[src/rtl/pc_gen.sv]
// Program-counter generator: sequential fetch, writeback-driven redirects with a
// one-entry pending slot for stalled fetch, and trap capture (trap/epc/trap_cause are registered).
module pc_gen #(
    parameter int unsigned     XLEN      = 32,
    parameter logic [XLEN-1:0] RESET_VEC = '0,
    parameter logic [XLEN-1:0] TRAP_VEC  = '0,
    parameter int unsigned     IALIGN    = 32
) (
    input  logic            clk,
    input  logic            rst,
    input  logic            fetch_ready,
    input  logic            wb_valid,
    input  logic [1:0]      jmp_op,
    input  logic            cmp,
    input  logic [XLEN-1:0] target,
    input  logic            fault,
    output logic [XLEN-1:0] pc,
    output logic            pc_valid,
    output logic            trap,
    output logic [1:0]      trap_cause,
    output logic [XLEN-1:0] epc
);

    typedef enum logic [1:0] {
        OP_SEQ = 2'd0,
        OP_JMP = 2'd1,
        OP_BR  = 2'd2,
        OP_ILL = 2'd3
    } op_e;

    typedef enum logic [1:0] {
        CAUSE_NONE     = 2'd0,
        CAUSE_FAULT    = 2'd1,
        CAUSE_ILLEGAL  = 2'd2,
        CAUSE_MISALIGN = 2'd3
    } cause_e;

    logic            pend_vld;
    logic [XLEN-1:0] pend_addr;

    logic            taken;
    logic            misaligned;
    cause_e          cause;
    logic            trap_event;
    logic            redirect;
    logic [XLEN-1:0] redirect_addr;
    logic            fetch_go;
    logic [XLEN-1:0] next_pc;

    // Redirect decode; cause priority is fault > illegal op > misaligned target.
    always_comb begin
        taken         = 1'b0;
        misaligned    = 1'b0;
        cause         = CAUSE_NONE;
        trap_event    = 1'b0;
        redirect      = 1'b0;
        redirect_addr = target;
        fetch_go      = 1'b0;
        next_pc       = pc;

        if (wb_valid) begin
            taken      = (jmp_op == OP_JMP) || ((jmp_op == OP_BR) && cmp);
            misaligned = (IALIGN == 16) ? target[0] : (target[1:0] != 2'b00);
            if (fault) begin
                cause = CAUSE_FAULT;
            end else if (jmp_op == OP_ILL) begin
                cause = CAUSE_ILLEGAL;
            end else if (taken && misaligned) begin
                cause = CAUSE_MISALIGN;
            end
        end

        trap_event    = (cause != CAUSE_NONE);
        redirect      = trap_event || taken;
        redirect_addr = trap_event ? TRAP_VEC : target;

        // The pc is frozen during the single post-reset cycle with pc_valid low.
        fetch_go = fetch_ready && pc_valid;
        if (fetch_go) begin
            if (redirect) begin
                next_pc = redirect_addr;
            end else if (pend_vld) begin
                next_pc = pend_addr;
            end else begin
                next_pc = pc + XLEN'(4);
            end
        end
    end

    // State registers: pc, pending redirect slot, trap capture.
    always_ff @(posedge clk) begin
        if (rst) begin
            pc         <= RESET_VEC;
            pc_valid   <= 1'b0;
            pend_vld   <= 1'b0;
            pend_addr  <= '0;
            trap       <= 1'b0;
            trap_cause <= 2'b00;
            epc        <= '0;
        end else begin
            pc_valid <= 1'b1;
            pc       <= next_pc;
            trap     <= trap_event;
            if (trap_event) begin
                epc        <= pc;
                trap_cause <= cause;
            end
            if (fetch_go) begin
                pend_vld <= 1'b0;
            end else if (redirect) begin
                pend_vld  <= 1'b1;
                pend_addr <= redirect_addr;
            end
        end
    end

endmodule
[config.mk]
export PLATFORM = sky130hd
export DESIGN_NAME = pc_gen
export DESIGN_NICKNAME = d
export VERILOG_FILES = /design/src/rtl/pc_gen.sv
export SDC_FILE = /design/constraint.sdc
export NUM_CORES = 1
export LEC_CHECK = 0
export ABC_AREA = 1
export BUFFER_PORTS_ARGS = -buffer_cell sky130_fd_sc_hd__buf_2
export CELL_PAD_IN_SITES_DETAIL_PLACEMENT = 1
export CELL_PAD_IN_SITES_GLOBAL_PLACEMENT = 1
export CORE_MARGIN = 2
export CORE_UTILIZATION = 38
export CTS_BUF_LIST = sky130_fd_sc_hd__clkbuf_8 sky130_fd_sc_hd__clkbuf_16
export CTS_CLUSTER_SIZE = 8
export DETAILED_ROUTE_END_ITERATION = 16
export PLACE_DENSITY = 0.82
export SLEW_MARGIN = 0
export SYNTH_ARGS = -nofsm -noshare
export SYNTH_HDL_FRONTEND = slang
export SYNTH_SLANG_ARGS = --single-unit
[constraint.sdc]
create_clock -name clk -period 2 [get_ports clk]
set_clock_uncertainty 0.05 [all_clocks]
set_input_delay 0.3 -clock clk [delete_from_list [all_inputs] [get_ports clk]]
set_output_delay 0.3 -clock clk [all_outputs]
set_load 0.005 [all_outputs]
==> results.md, run 1 <==
* Outcome: complete, no violations
* Hold Path Class: primary input to register
* Worst skew pair latency at 0.36 ns
* Leakage at 2.79 nW
* Reg area at 0.00202 mm²
* Crit share post-route at 90.0%
* Critical R2R Launch: pc[4]
* Effective utilization at floorplan at 39.2%
* Via count at 5570
* CTS H-Tree Depth at 3
* Layout area overhead at 20.7%
* Crit. End Element: register
* Max_slew headroom at 67.9%
* Total GRT Usage at 24.9%
* Row count at 42
* Clock period minus worst slack at 1.80 ns
* Max Slew Vio Count at 0
* Share of layout cells above drive strength 1 at 21.3%
* Clk sinks at 101
* Sequential area share after synthesis at 38.4%
* Iteration-0 DRC Markers at 408
* Setup CP Type: register to register
* Root Buffer: clkbuf_16
* Via/cell ratio at 5.19
* Die width at 122 µm
* Multi-input gate area at 0.00280 mm²
* Ports at 108
* Setup Viol. Count Final at 0
* Fmax at 555 MHz
* Logic pwr share at 17.1%
* Post-Syn Area per Cell at 6.61 µm²
* FILL cells at 1858
* CP startpoint kind: register
* RD Place Congestion at 0.828
* Arr. time, crit path at 2.00 ns
* RSZ-0062 raised after global routing: false
* Fin nets at 934
* Switching power at 1.49 mW
* Number of post-CTS setup repair buffers at 0
* Switching part of the total power at 29.5%
* Die Ht at 122 µm
* Overall routed net length at 17800 µm
* N_diodes at 0
* Clock buffer depth at 2
* Synth Cell Area at 0.00526 mm²
* Synthesized flop and latch total at 101
* Fin util at 47.4%
* Post-route ant nets at 0
* Post-DR wirelength/cell at 16.6 µm
* Endpoint of the worst-slack reg-to-reg timing path: pc[15]
* Layout Cells excl Fill at 1074
* Setup crit start: pc[4]
* TritonCTS clock tree: built
* R2R depth at 9
* Setup_tns at 0 ns
* WP data required at 2.20 ns
* Ys Warns at 0
* Port-buffer cells at 107
* Grt ovf at 0
* Max-cap violations at 0
* Seq pwr share at 44.4%
* Register-to-register setup slack at 0.20 ns
* Pint at 3.55 mW
* DRC Markers at 0
* Clk pwr share at 38.5%
* Clock transition at path regs at 0.07 ns
* First-pass DRT Iterations at 5
* Pwr per Cell Area at 794 mW/mm²
* Die area at 0.0148 mm²
* HPWL after DPL at 12700 µm
* Vias in the first global route at 5476
* First-pass GRT wire length at 28800 µm
* Worst slew pin tran at 0.481 ns
* Final Hold Viols at 0
* Placed insts at 1058
* CP Max Fanout at 6
* Initial antenna violation count at 0
* Net Count, Synth at 837
* Peak VDD IR at 390 µV
* Largest net degree at the start of global routing at 97
* Worst setup path end: pc[15]
* Distinct cells, synth at 36
* CTS buffer count at 9
* Synthesized instance count at 796
* Core Area at 0.0134 mm²
==> sequential cells by signal (all words and copies together), names as in the netlist <==
register	cells
pend_vld	1
trap_cause	2
pc_valid	1
trap	1
pend_addr	32
pc	32
epc	32
==> per-stage QoR <==
stage	power [mW]	hold slack, ns	cell area (µm²)	worst slack, ns
floorplan	2.78	0.319	5260	0.429
global placement	3.11	0.388	6020	0.192
detailed placement	3.14	0.411	6020	0.111
CTS	5.08	0.103	6340	0.153
global route	5.27	0.124	6350	0.0177
finish	5.04	0.110	6350	0.199
==> cell usage after synthesis (all sizes together) <==
cell    number  area (µm²)
o21bai       1        7.51
ha           1        12.5
nand3       86         500
o21ai       94         470
xor2         3        26.3
inv         58         220
a21oi       51         259
buf         28         158
nand4       14        87.6
a31oi        2        12.5
nand3b       2        15.0
and2         1        6.26
nor2       145         577
dfxtp      101        2020
xnor2        3        26.3
mux2         1        11.3
clkbuf      16        60.1
o22ai        1        6.26
or2          4        25.0
clkinv       2        8.75
nand2      182         747
==> worst min-delay path by stage <==
stage | end | startpoint | cells after the start
after global routing | trap | rst | 2
after detailed placement | pend_addr[1] | pend_addr[1] | 2
after CTS | trap | rst | 2
after floorplan | trap_cause[0] | rst | 1
final | trap | rst | 2
after global placement | pend_addr[1] | pend_addr[1] | 2
==> placed cells by master, fill, tap and decap left out, types with 3 or more instances in the layout <==
master / instances
a21oi_1: 50
buf_12: 4
buf_2: 107
buf_4: 19
clkbuf_16: 9
dfxtp_1: 101
inv_1: 54
inv_2: 3
nand2_1: 166
nand2_2: 13
nand3_1: 75
nand3_2: 9
nand4_1: 14
nor2_1: 138
nor2_2: 3
nor2_4: 4
o21ai_0: 90
o21ai_1: 4
or2_2: 4
xnor2_1: 3
xor2_1: 3
==> final cells by class <==
cell class / instances / area share [%]
clock buffer: 9 / 3.55
clock inverter: 7 / 1.56
inverter: 60 / 3.61
multi-input combinational: 591 / 44.0
sequential: 101 / 31.8
tap: 176 / 3.47
timing repair buffer: 130 / 11.9
==> worst max-delay path, stage by stage (launching register included) <==
cell	delay (ns)
dfxtp_1	0.49
nand2_1	0.11
nor2_1	0.16
nand2_1	0.16
nor2_4	0.20
nand2_1	0.08
nand3_1	0.13
nand2_1	0.09
a21oi_1	0.17
nor2_1	0.05
==> metal layers <==
layer	global-route usage [%]	vias up	share of wire [%]	routed length, µm
met2	39.3	142	45	8080
met1	35.0	2625	47	8300
li1	-	2778	-	-
met5	0	-	0	0
met4	9.20	0	2.3	408
met3	3.23	25	5.8	1040
==> power groups by stage <==
stage	logic [mW]	clock network, mW	registers (mW)
6_report	0.860	1.94	2.24
5_1_grt	0.970	2.04	2.25
4_1_cts	0.866	1.98	2.24
3_5_place_dp	0.856	0	2.28
3_3_place_gp	0.836	0	2.28
2_1_floorplan	0.508	0	2.27
==> cell families (layout without fill, tap and decap cells) <==
logic type                 after synthesis  count (layout)  synth area share (%)
and+or+nand+nor                        434             434                  37.2
AOI/OAI and AO/OA                      149             149                  14.4
buffers and inverters                  104             206                  8.49
DFF                                    101             101                  38.4
xor gates and xnor gates                 6               6                 0.999
adders and majority gates                1               1                 0.238
muxes                                    1               1                 0.214
==> timing repair <==
action / in CTS / in global routing
setup endpoints to repair: 0 / 1
hold endpoints to repair: 0 / 0
resized for setup: 0 / 1
hold buffers: 0 / 0
(Power assumes the default switching activity.)
==> run 2, diff against run 1 <==
Settings changed: CORE_MARGIN 2 to 4.
==> results.md, run 2 (synthesis gave the netlist of run 1 again) <==
* Die Ht at 126 µm
* Worst slew pin tran at 0.496 ns
* Port-buffer cells at 107
* Share of layout cells above drive strength 1 at 21.8%
* TritonCTS clock tree: built
* CTS H-Tree Depth at 3
* N_diodes at 0
* Core Area at 0.0134 mm²
* Setup_tns at 0 ns
* CTS Hold Bufs at 0
* RD Place Congestion at 0.869
* Setup CP Type: register to register
* Post-DR wirelength/cell at 16.6 µm
* FILL cells at 1841
* RSZ-0062 raised after global routing: false
* Crit share post-route at 93.7%
* # resized after CTS at 0
* Fmax at 534 MHz
* Post-route ant nets at 0
* HPWL after DPL at 13200 µm
* First-pass DRT Iterations at 5
* Final Hold Viols at 0
* Clock period minus worst slack at 1.87 ns
* Post-route setup slack at 0.126 ns
* Overall routed net length at 17900 µm
* Layout area overhead at 20.9%
* Max Slew Vio Count at 0
* Ports at 108
* Fin nets at 941
* Endpoint of the worst-slack reg-to-reg timing path: pc[14]
* Fin util at 47.5%
* Arr. time, crit path at 2.08 ns
* Total GRT Usage at 22.2%
* Effective utilization at floorplan at 39.2%
* CP Max Fanout at 5
* Clk sinks at 101
* Vias in the first global route at 5463
* Top Registers: epc (32), pc (32), pend_addr (32)
* DRC Markers at 0
* Number of post-CTS setup repair buffers at 0
* Row count at 42
* Layout Cells excl Fill at 1080
* Worst setup path end: pc[14]
* Peak VDD IR at 383 µV
* Critical R2R Launch: pc[2]
* First-pass GRT wire length at 28600 µm
* Max-cap violations at 0
* Die area at 0.0158 mm²
* R2R depth at 10
* Commonest non-fill, non-tap cell in the layout: nand2_1
* Leakage at 2.80 nW
* CTS buffer count at 9
* Root Buffer: clkbuf_16
* Reg area at 0.00202 mm²
* Max_slew headroom at 66.9%
* Clock buffer depth at 2
* DP Worst Slack at 0.147 ns
* Die width at 126 µm
* Hold Path Class: primary input to register
* Crit. End Element: register
* Pwr per Cell Area at 763 mW/mm²
* Placed insts at 1065
* Worst skew pair latency at 0.36 ns
* Via count at 5545
* Clock transition at path regs at 0.07 ns
* Register-to-register setup slack at 0.13 ns
* Outcome: complete, no violations
* Largest net degree at the start of global routing at 61
* Multi-input gate area at 0.00279 mm²
* WP data required at 2.20 ns
* Via/cell ratio at 5.13
* Iteration-0 DRC Markers at 289
* Most frequent cells in the layout: nand2_1, nor2_1, buf_2
* CP startpoint kind: register
* Setup crit start: pc[2]
* Initial antenna violation count at 0
* Setup Viol. Count Final at 0
* Grt ovf at 0
run 2: cell types whose count changed in the layout (fill, tap and decap cells not counted), sizes merged:
| cell | previous run | this run |
|---|---|---|
| buf | 130 | 137 |
| bufinv | 2 | 0 |
| clkbuf | 9 | 12 |
| clkinv | 5 | 3 |
| clkinvlp | 1 | 2 |
| inv | 59 | 58 |
run 2: layout make-up:
| cell class | count | area share (%) |
|---|---|---|
| clock inverter | 3 | 0.315 |
| inverter | 60 | 3.60 |
| sequential | 101 | 31.8 |
| multi-input combinational | 591 | 43.9 |
| clock buffer | 12 | 4.19 |
| tap | 176 | 3.46 |
| timing repair buffer | 137 | 12.8 |
run 2: per-layer routing:
metal / global-route usage, % / vias up / routed length, µm / part of all wire (%)
met5: 0 / - / 0 / 0
met4: 4.72 / 0 / 195 / 1.1
met3: 3.94 / 17 / 856 / 4.8
met2: 34.0 / 126 / 7790 / 44
met1: 32.9 / 2613 / 9040 / 51
li1: - / 2789 / - / -
run 2: power by group:
group,switching [mW],internal [mW]
logic,0.561,0.324
registers,0.0965,2.13
clock network,0.800,0.938
run 2: worst min-delay path by stage:
stage,from,endpoint,slack [ns],depth (start not counted)
floorplan,rst,trap_cause[0],0.32,1
global placement,pend_addr[1],pend_addr[1],0.39,2
detailed placement,pend_addr[1],pend_addr[1],0.40,2
CTS,rst,trap_cause[1],0.11,2
global route,rst,trap,0.12,2
finish,rst,trap_cause[1],0.11,2
run 2: per-stage QoR:
stage	area [µm²]	power [mW]	hold slack [ns]
floorplan	5260	2.78	0.319
global placement	6070	3.13	0.389
detailed placement	6070	3.16	0.397
CTS	6360	4.88	0.107
global route	6360	5.07	0.121
finish	6360	4.85	0.109
run 2: critical path, stage by stage (launching register included):
cell and delay, ns:
dfxtp_1 0.37, ha_1 0.28, inv_1 0.08, nor2_1 0.18
nand2_1 0.20, clkinv_1 0.17, nand3_1 0.08, nand3_1 0.11
nand2_1 0.06, a21oi_1 0.14, nor2_1 0.06
